<file path="config.mk">
export PLATFORM = sky130hd
export DESIGN_NAME = secjmp_tagger
export DESIGN_NICKNAME = d
export VERILOG_FILES = /design/src/rtl/secjmp_tagger.sv
export SDC_FILE = /design/constraint.sdc
export NUM_CORES = 1
export LEC_CHECK = 0
export CAP_MARGIN = 40
export CORE_ASPECT_RATIO = 0.5
export CORE_MARGIN = 8
export CORE_UTILIZATION = 45
export DETAILED_ROUTE_END_ITERATION = 10
export PLACE_DENSITY = 0.68
export SETUP_SLACK_MARGIN = 0.3
export SYNTH_ARGS = -nofsm -noshare
export SYNTH_HDL_FRONTEND = slang
export SYNTH_SLANG_ARGS = --single-unit
</file>
<file path="constraint.sdc">
create_clock -name clk -period 5.4 [get_ports clk]
set_input_delay 1.62 -clock clk [delete_from_list [all_inputs] [get_ports clk]]
set_output_delay 1.62 -clock clk [all_outputs]
set_load 0.01 [all_outputs]
</file>
<file path="src/rtl/secjmp_tagger.sv">
// rtl/secjmp_tagger.sv - tags committed MIPS jumps against a shadow return stack
// Output is {tag, instr}; a nonzero tag marks a jump the downstream filter must block.
module secjmp_tagger #(
    parameter int DEPTH     = 8,
    parameter bit ALLOW_IND = 1'b0,
    parameter int CNT_W     = 16
) (
    input  logic             clk,
    input  logic             rst_n,
    input  logic             in_valid,
    output logic             in_ready,
    input  logic [31:0]      in_instr,
    input  logic [31:0]      in_pc,
    input  logic [31:0]      in_rs_val,
    output logic             out_valid,
    input  logic             out_ready,
    output logic [63:0]      out_word,
    output logic [CNT_W-1:0] viol_cnt,
    output logic             ovf_sticky
);
    localparam int AW = (DEPTH > 1) ? $clog2(DEPTH) : 1;
    localparam logic [AW:0] FULL = DEPTH[AW:0];

    localparam logic [3:0] CAUSE_OK       = 4'd0;
    localparam logic [3:0] CAUSE_MISMATCH = 4'd1;
    localparam logic [3:0] CAUSE_EMPTY    = 4'd2;
    localparam logic [3:0] CAUSE_INDIRECT = 4'd3;

    logic [31:0]   stk [DEPTH];
    logic [AW-1:0] wp;
    logic [AW:0]   occ;

    logic [5:0]  op;
    logic [5:0]  fn;
    logic [4:0]  rs;
    logic [4:0]  rd;
    logic        is_jal;
    logic        is_jalr;
    logic        is_jr;
    logic        is_ret;
    logic        stk_empty;
    logic        do_push;
    logic        do_pop;
    logic        accept;
    logic [AW-1:0] top_idx;
    logic [31:0] top_val;
    logic [31:0] push_val;
    logic [3:0]  cause;

    assign op = in_instr[31:26];
    assign fn = in_instr[5:0];
    assign rs = in_instr[25:21];
    assign rd = in_instr[15:11];

    assign is_jal  = (op == 6'd3);
    assign is_jalr = (op == 6'd0) && (fn == 6'd9);
    assign is_jr   = (op == 6'd0) && (fn == 6'd8);
    assign is_ret  = is_jr && (rs == 5'd31);

    assign stk_empty = (occ == '0);
    assign do_push   = is_jal || (is_jalr && (rd != 5'd0));
    assign do_pop    = is_ret && !stk_empty;

    // wp is the next write slot, so the newest entry sits just below it
    assign top_idx  = wp - 1'b1;
    assign top_val  = stk[top_idx];
    assign push_val = in_pc + 32'd8;

    assign in_ready = !out_valid || out_ready;
    assign accept   = in_valid && in_ready;

    always_comb begin
        cause = CAUSE_OK;
        if (is_ret) begin
            if (stk_empty)
                cause = CAUSE_EMPTY;
            else if (top_val != in_rs_val)
                cause = CAUSE_MISMATCH;
        end else if (is_jr && !ALLOW_IND) begin
            cause = CAUSE_INDIRECT;
        end
    end

    // Entry storage needs no reset; occupancy alone says what is valid
    always_ff @(posedge clk) begin
        if (accept && do_push)
            stk[wp] <= push_val;
    end

    always_ff @(posedge clk or negedge rst_n) begin
        if (!rst_n) begin
            out_valid  <= 1'b0;
            out_word   <= '0;
            viol_cnt   <= '0;
            ovf_sticky <= 1'b0;
            wp         <= '0;
            occ        <= '0;
        end else begin
            if (accept) begin
                out_valid <= 1'b1;
                out_word  <= {28'd0, cause, in_instr};
                if ((cause != CAUSE_OK) && (viol_cnt != '1))
                    viol_cnt <= viol_cnt + 1'b1;
                if (do_push) begin
                    // When full the write slot holds the oldest entry, which is overwritten
                    wp <= wp + 1'b1;
                    if (occ == FULL)
                        ovf_sticky <= 1'b1;
                    else
                        occ <= occ + 1'b1;
                end else if (do_pop) begin
                    wp  <= top_idx;
                    occ <= occ - 1'b1;
                end
            end else if (out_ready) begin
                out_valid <= 1'b0;
            end
        end
    end
endmodule

</file>
Word-level counts from Yosys, hierarchy flattened
Memories as Yosys holds them, arrays and structs flattened.
Index checks and enable logic that the tools add are counted.
{"block": "totals", "out_inout_bits": 83, "mem_bits_rw": 256, "romBits": 0, "ff_bits": 61, "elab_cells": 56, "memories": 1, "latch_bits": 0}
{"name": "stk", "words": 8, "width": 32, "rd": 1, "rd_ports_with_merged_regs": 0, "wr": 1, "line": "29", "text": "logic [31:0] stk [DEPTH];"}
{"block": "classes", "n_shift": 0, "n_mux": 13, "n_reduce_logical": 22, "magnitude_cmp": 0, "n_div": 0, "bitwise_logic": 0, "eq_ne": 8, "mul": 0, "n_addsub": 6}
{"operator": "32-bit by 4-bit adder with 32-bit output (second input constant)", "count": 1}
{"operator": "32-bit != test", "count": 1}
{"operator": "4-bit two-way mux", "count": 5}
{"operator": "16-bit by 1-bit adder with 16-bit output (second input constant)", "count": 1}
{"operator": "16-bit != test (second input constant)", "count": 1}
{"operator": "6-bit by 4-bit equality test with 1-bit output (second input constant)", "count": 2}
{"operator": "1-bit logical AND", "count": 8}
{"operator": "6-bit by 2-bit equality test with 1-bit output (second input constant)", "count": 1}
{"operator": "6-bit logical NOT", "count": 1}
{"operator": "3-bit two-way mux", "count": 2}
{"operator": "3-bit AND reduction", "count": 2}
{"operator": "5-bit equality test (second input constant)", "count": 1}
{"operator": "1-bit two-way mux", "count": 5}
{"operator": "5-bit nonzero test", "count": 1}
{"operator": "4-bit by 1-bit adder with 4-bit output (second input constant)", "count": 1}
{"operator": "4-bit equality test (second input constant)", "count": 1}
{"operator": "4-bit logical NOT", "count": 1}
{"operator": "2-bit AND reduction", "count": 2}
{"operator": "2-bit nonzero test", "count": 2}
{"operator": "4-bit nonzero test", "count": 1}
{"operator": "4-bit by 1-bit subtractor with 4-bit output (second input constant)", "count": 1}
{"operator": "3-bit by 1-bit adder with 3-bit output (second input constant)", "count": 1}
{"operator": "3-bit by 1-bit subtractor with 3-bit output (second input constant)", "count": 1}
{"operator": "1-bit logical NOT", "count": 2}
{"operator": "3 further kinds", "count": 4}

Logic depth before layout (Yosys ltp)
An unclocked memory read counts as a cell.
{"block": "logic_depth", "depth_word": 9, "mapped_depth": 15, "mapped_depth_nobuf": 10}

Worst setup path before layout
No wires, ideal clock.
{"block": "synth_path", "kind": "input port to flip-flop", "startpoint": "in in_instr[29]", "endpoint": "mem stk[1][0], enable pin", "required_ns": 4.939, "path_stages": 7, "path_slack_ns": -0.207, "setup_ns": 0.461, "arrival_time_ns": 5.146, "path_cell_list": "nor4_1 -> nand3_1 -> o21ai_1 -> inv_1 -> nor2_1 -> nand2_1 -> nor3_1"}
{"block": "synth_via", "elab_chain_len": 7}
{"item": "from (decl)", "line": "12", "text": "input logic [31:0] in_instr,"}
{"item": "6-bit logical NOT", "line": "56", "text": "assign is_jalr = (op == 6'd0) && (fn == 6'd9);"}
{"item": "1-bit logical AND", "line": "56"}
{"item": "1-bit logical AND", "line": "61", "text": "assign do_push = is_jal || (is_jalr && (rd != 5'd0));"}
{"item": "1-bit logical OR (*)", "line": "61"}
{"item": "1-bit logical AND (*)", "line": "86", "text": "if (accept && do_push)"}
{"item": "1-bit two-way mux (*)", "line": "86"}
{"item": "1-bit two-way mux (not written as such) (*)", "line": "87", "text": "stk[wp] <= push_val;"}
{"item": "to (decl)", "line": "29"}
Mark *: on every way between the ends. The rest lies on a longest branch, timed or not.

Final worst setup path
{"block": "layout_path", "startpoint": "in out_ready", "endpoint": "out in_ready"}
{"block": "layout_via", "elab_chain_len": 1}
{"item": "from (decl)", "line": "16", "text": "input logic out_ready,"}
{"item": "1-bit logical OR", "line": "69", "text": "assign in_ready = !out_valid || out_ready;"}
{"item": "to (decl)", "line": "11", "text": "output logic in_ready,"}
No other way between the ends.

==> metrics.yaml <==
cts_tree: "yes"
grt_use_total: 0.164
crit_path_start: "out_ready"
worstSetupPathType: "input pin to output pin"
yosysWarningCount: 0
period_needed_ps: 4410
area_delta_synth_final_pct: 21.9
numCtsBuffers: 28
layout-drive-gt1-share: 0.176
cp_max_fo: 4
path_common_cell: "clkdlybuf4s50_1"
final.setup.tns_ps: 0
drtAntennaViolNets: 0
grt_max_degree: 60
viasPerCell: 5.24
setup_viol: 0
synth.top_cell.area_share: 0.571
syn_area_per_cell_sq_um: 17.1
syn_area_sq_um: 13500
synth.distinct_cells: 44
chipWidth_um: 261
htreeDepth: 1
r2r_start: "wp[0]"
p_clk_frac: 0.348
hold-worst-slack_ps: 484
design_area_sq_um: 16400
drtPass1Iterations: 5
finalHoldViolations: 0
drc: 0
layout.nets: 1072
p_int_w: 0.00437
stdcell_count: 1377
static-leakage-power_nw: 5.59
start_util: 0.460
vias: 7212
p_sw_w: 0.00144
finalClockSkew_ps: 30.2
ios: 183
synth_area_leader_cell: "edfxtp_1"
clockBufferDepth: 3
cp_data_arrival_time_ps: 2790
antenna_found_initial: 2
hold_class: "flop to flop"
cp-end-kind: "output pin"
worst_pin_slew_ps: 824
clk_latency_ps: 570
ir_drop_v: 0.000228
die_area_sq_um: 36000
path_buf_inv: 2
synth.area.top_cells: "edfxtp_1, dfrtp_1, mux4_2"
crit_required_ps: 3780
wl_per_cell_um: 21.9
wl_mm: 30.2
drt_iter0_drc: 575
crit_family: "buffers and inverters"
port_buffers: 152
rsz0062_at_grt: "no"
synth_flop_cell: "edfxtp_1"
power_density_nw_per_um2: 354
cts_root_buf: "clkbuf_16"
cts_setup_buffers: 0
synth_cells: 785
hp-start: "ovf_sticky"
clk_pin_slew_ps: 70
grt_first_pass_wirelength_mm: 45.8
dp_cells: 1325
finish.utilization: 0.561
sw_frac_of_total: 0.247
antenna_cells: 0
seq_power_share: 0.467
grt_overflow_total: 0
cts_hold_buffers: 0
synth_edf_count: 256
slowest_delay_ps: 560
die_h_um: 138
max_slew_margin: 0.446
gp_congestion: 0.781
synth-seq-cells: 315
pwr-share-comb: 0.185
ctsResizeCount: 0
ys_seq_area_frac: 0.681
core_sq_um: 29200
slew_violations: 0
dpl_cell_area_sq_um: 15500
cpMaxStageDelayCell: "clkdlybuf4s50_1"
outcome: "completed"
period_share: 0.817
synth-async-reset-ratio: 0.187
clock-sinks: 315
crit_chain: "clkdlybuf4s50_1, nand2b_1, clkdlybuf4s50_1"
hpwl_mm: 20.7
rows: 44
drv_cap: 0
start_kind: "input pin"
grt_pass1_vias: 7632
fmax_mhz: 227
final timing paths:
kind / to / slack, ps / cells past startpoint
worst max-delay path: in_ready / 990 / 3
worst max register to register: viol_cnt[14] / 1140 / 11
max in group asynchronous: wp[0] / 3620 / 2
worst min-delay path: ovf_sticky / 480 / 1
min in group asynchronous: out_word[28] / 1220 / 2
worst min register to register: ovf_sticky / 480 / 1
state kept, by name (all words and copies together) (netlist names):
name / count
stk: 256
out_word: 34
viol_cnt: 16
occ: 4
wp: 3
out_valid: 1
ovf_sticky: 1
routing by layer:
metal	share of wire	vias to the layer above	wire [um]	global-route usage
met5	0.00089	-	27	0
met4	0.019	4	559	0.0342
met3	0.061	45	1840	0.0372
met2	0.48	192	14600	0.276
met1	0.43	3679	13100	0.217
li1	-	3292	-	-
cells in the mapped netlist, drive strengths merged (10+ instances only):
cell and n:
nand4 16, edfxtp 256, nor2 25, xnor2 94, nand3 27, nand2 34
mux2 36, dfrtp 59, buf 50, inv 10, and3 10, mux4 58
xor2 25, nor3 19, nor4 11, mux2i 14
cell families (layout without fill, tap and decap cells):
family	Yosys count	count (layout)	share of synthesized area
flip-flops	315	315	0.681
AND/OR/NAND/NOR	152	152	0.0567
XOR/XNOR	119	119	0.0774
multiplexers	108	108	0.138
buffers and inverters	64	236	0.0310
AO/OA/AOI/OAI	19	19	0.00920
adder cells (fa/ha/maj)	7	7	0.00706
other	1	30	0.000279
cell usage in the layout, fill, tap and decap left out, drive strengths merged, types with 3 or more instances in the layout:
cell type | Yosys | final
nand2b | 5 | 5
buf | 50 | 23
mux2 | 36 | 36
clkinv | 1 | 12
ha | 6 | 6
and3 | 10 | 10
nand4 | 16 | 16
nor2 | 25 | 25
nand3 | 27 | 27
edfxtp | 256 | 256
nand2 | 34 | 34
bufinv | 0 | 3
dfrtp | 59 | 59
xnor2 | 94 | 94
nor3 | 19 | 19
clkdlybuf4s50 | 0 | 151
conb | 1 | 30
xor2 | 25 | 25
nor4 | 11 | 11
clkinvlp | 0 | 3
clkbuf | 3 | 34
inv | 10 | 10
a21oi | 3 | 3
o21ai | 7 | 7
mux2i | 14 | 14
mux4 | 58 | 58
final cells by class:
type | instances | area [sq um]
fillers | 2282 | 12800
flip-flops and latches | 315 | 9170
multi-input cells | 435 | 4040
repair buffers | 174 | 1730
clock buffers | 34 | 744
well taps | 391 | 489
clock inverters | 17 | 194
inverters | 11 | 41.3
power by group through the flow:
stage          logic (W)  clock network [W]  registers [W]
6_report         0.00107            0.00202        0.00271
5_1_grt          0.00115            0.00216        0.00272
4_1_cts          0.00109            0.00207        0.00271
3_5_place_dp     0.00109                  0        0.00276
3_3_place_gp     0.00108                  0        0.00276
2_1_floorplan   0.000724                  0        0.00277
per-stage QoR:
| step | setup WS [ps] | power (W) |
|---|---|---|
| finish | 991 | 0.00581 |
| global route | 851 | 0.00603 |
| CTS | 982 | 0.00587 |
| detailed placement | 658 | 0.00385 |
| global placement | 684 | 0.00384 |
| floorplan | 650 | 0.00350 |
No activity file was read; power rests on OpenSTA's default activity.
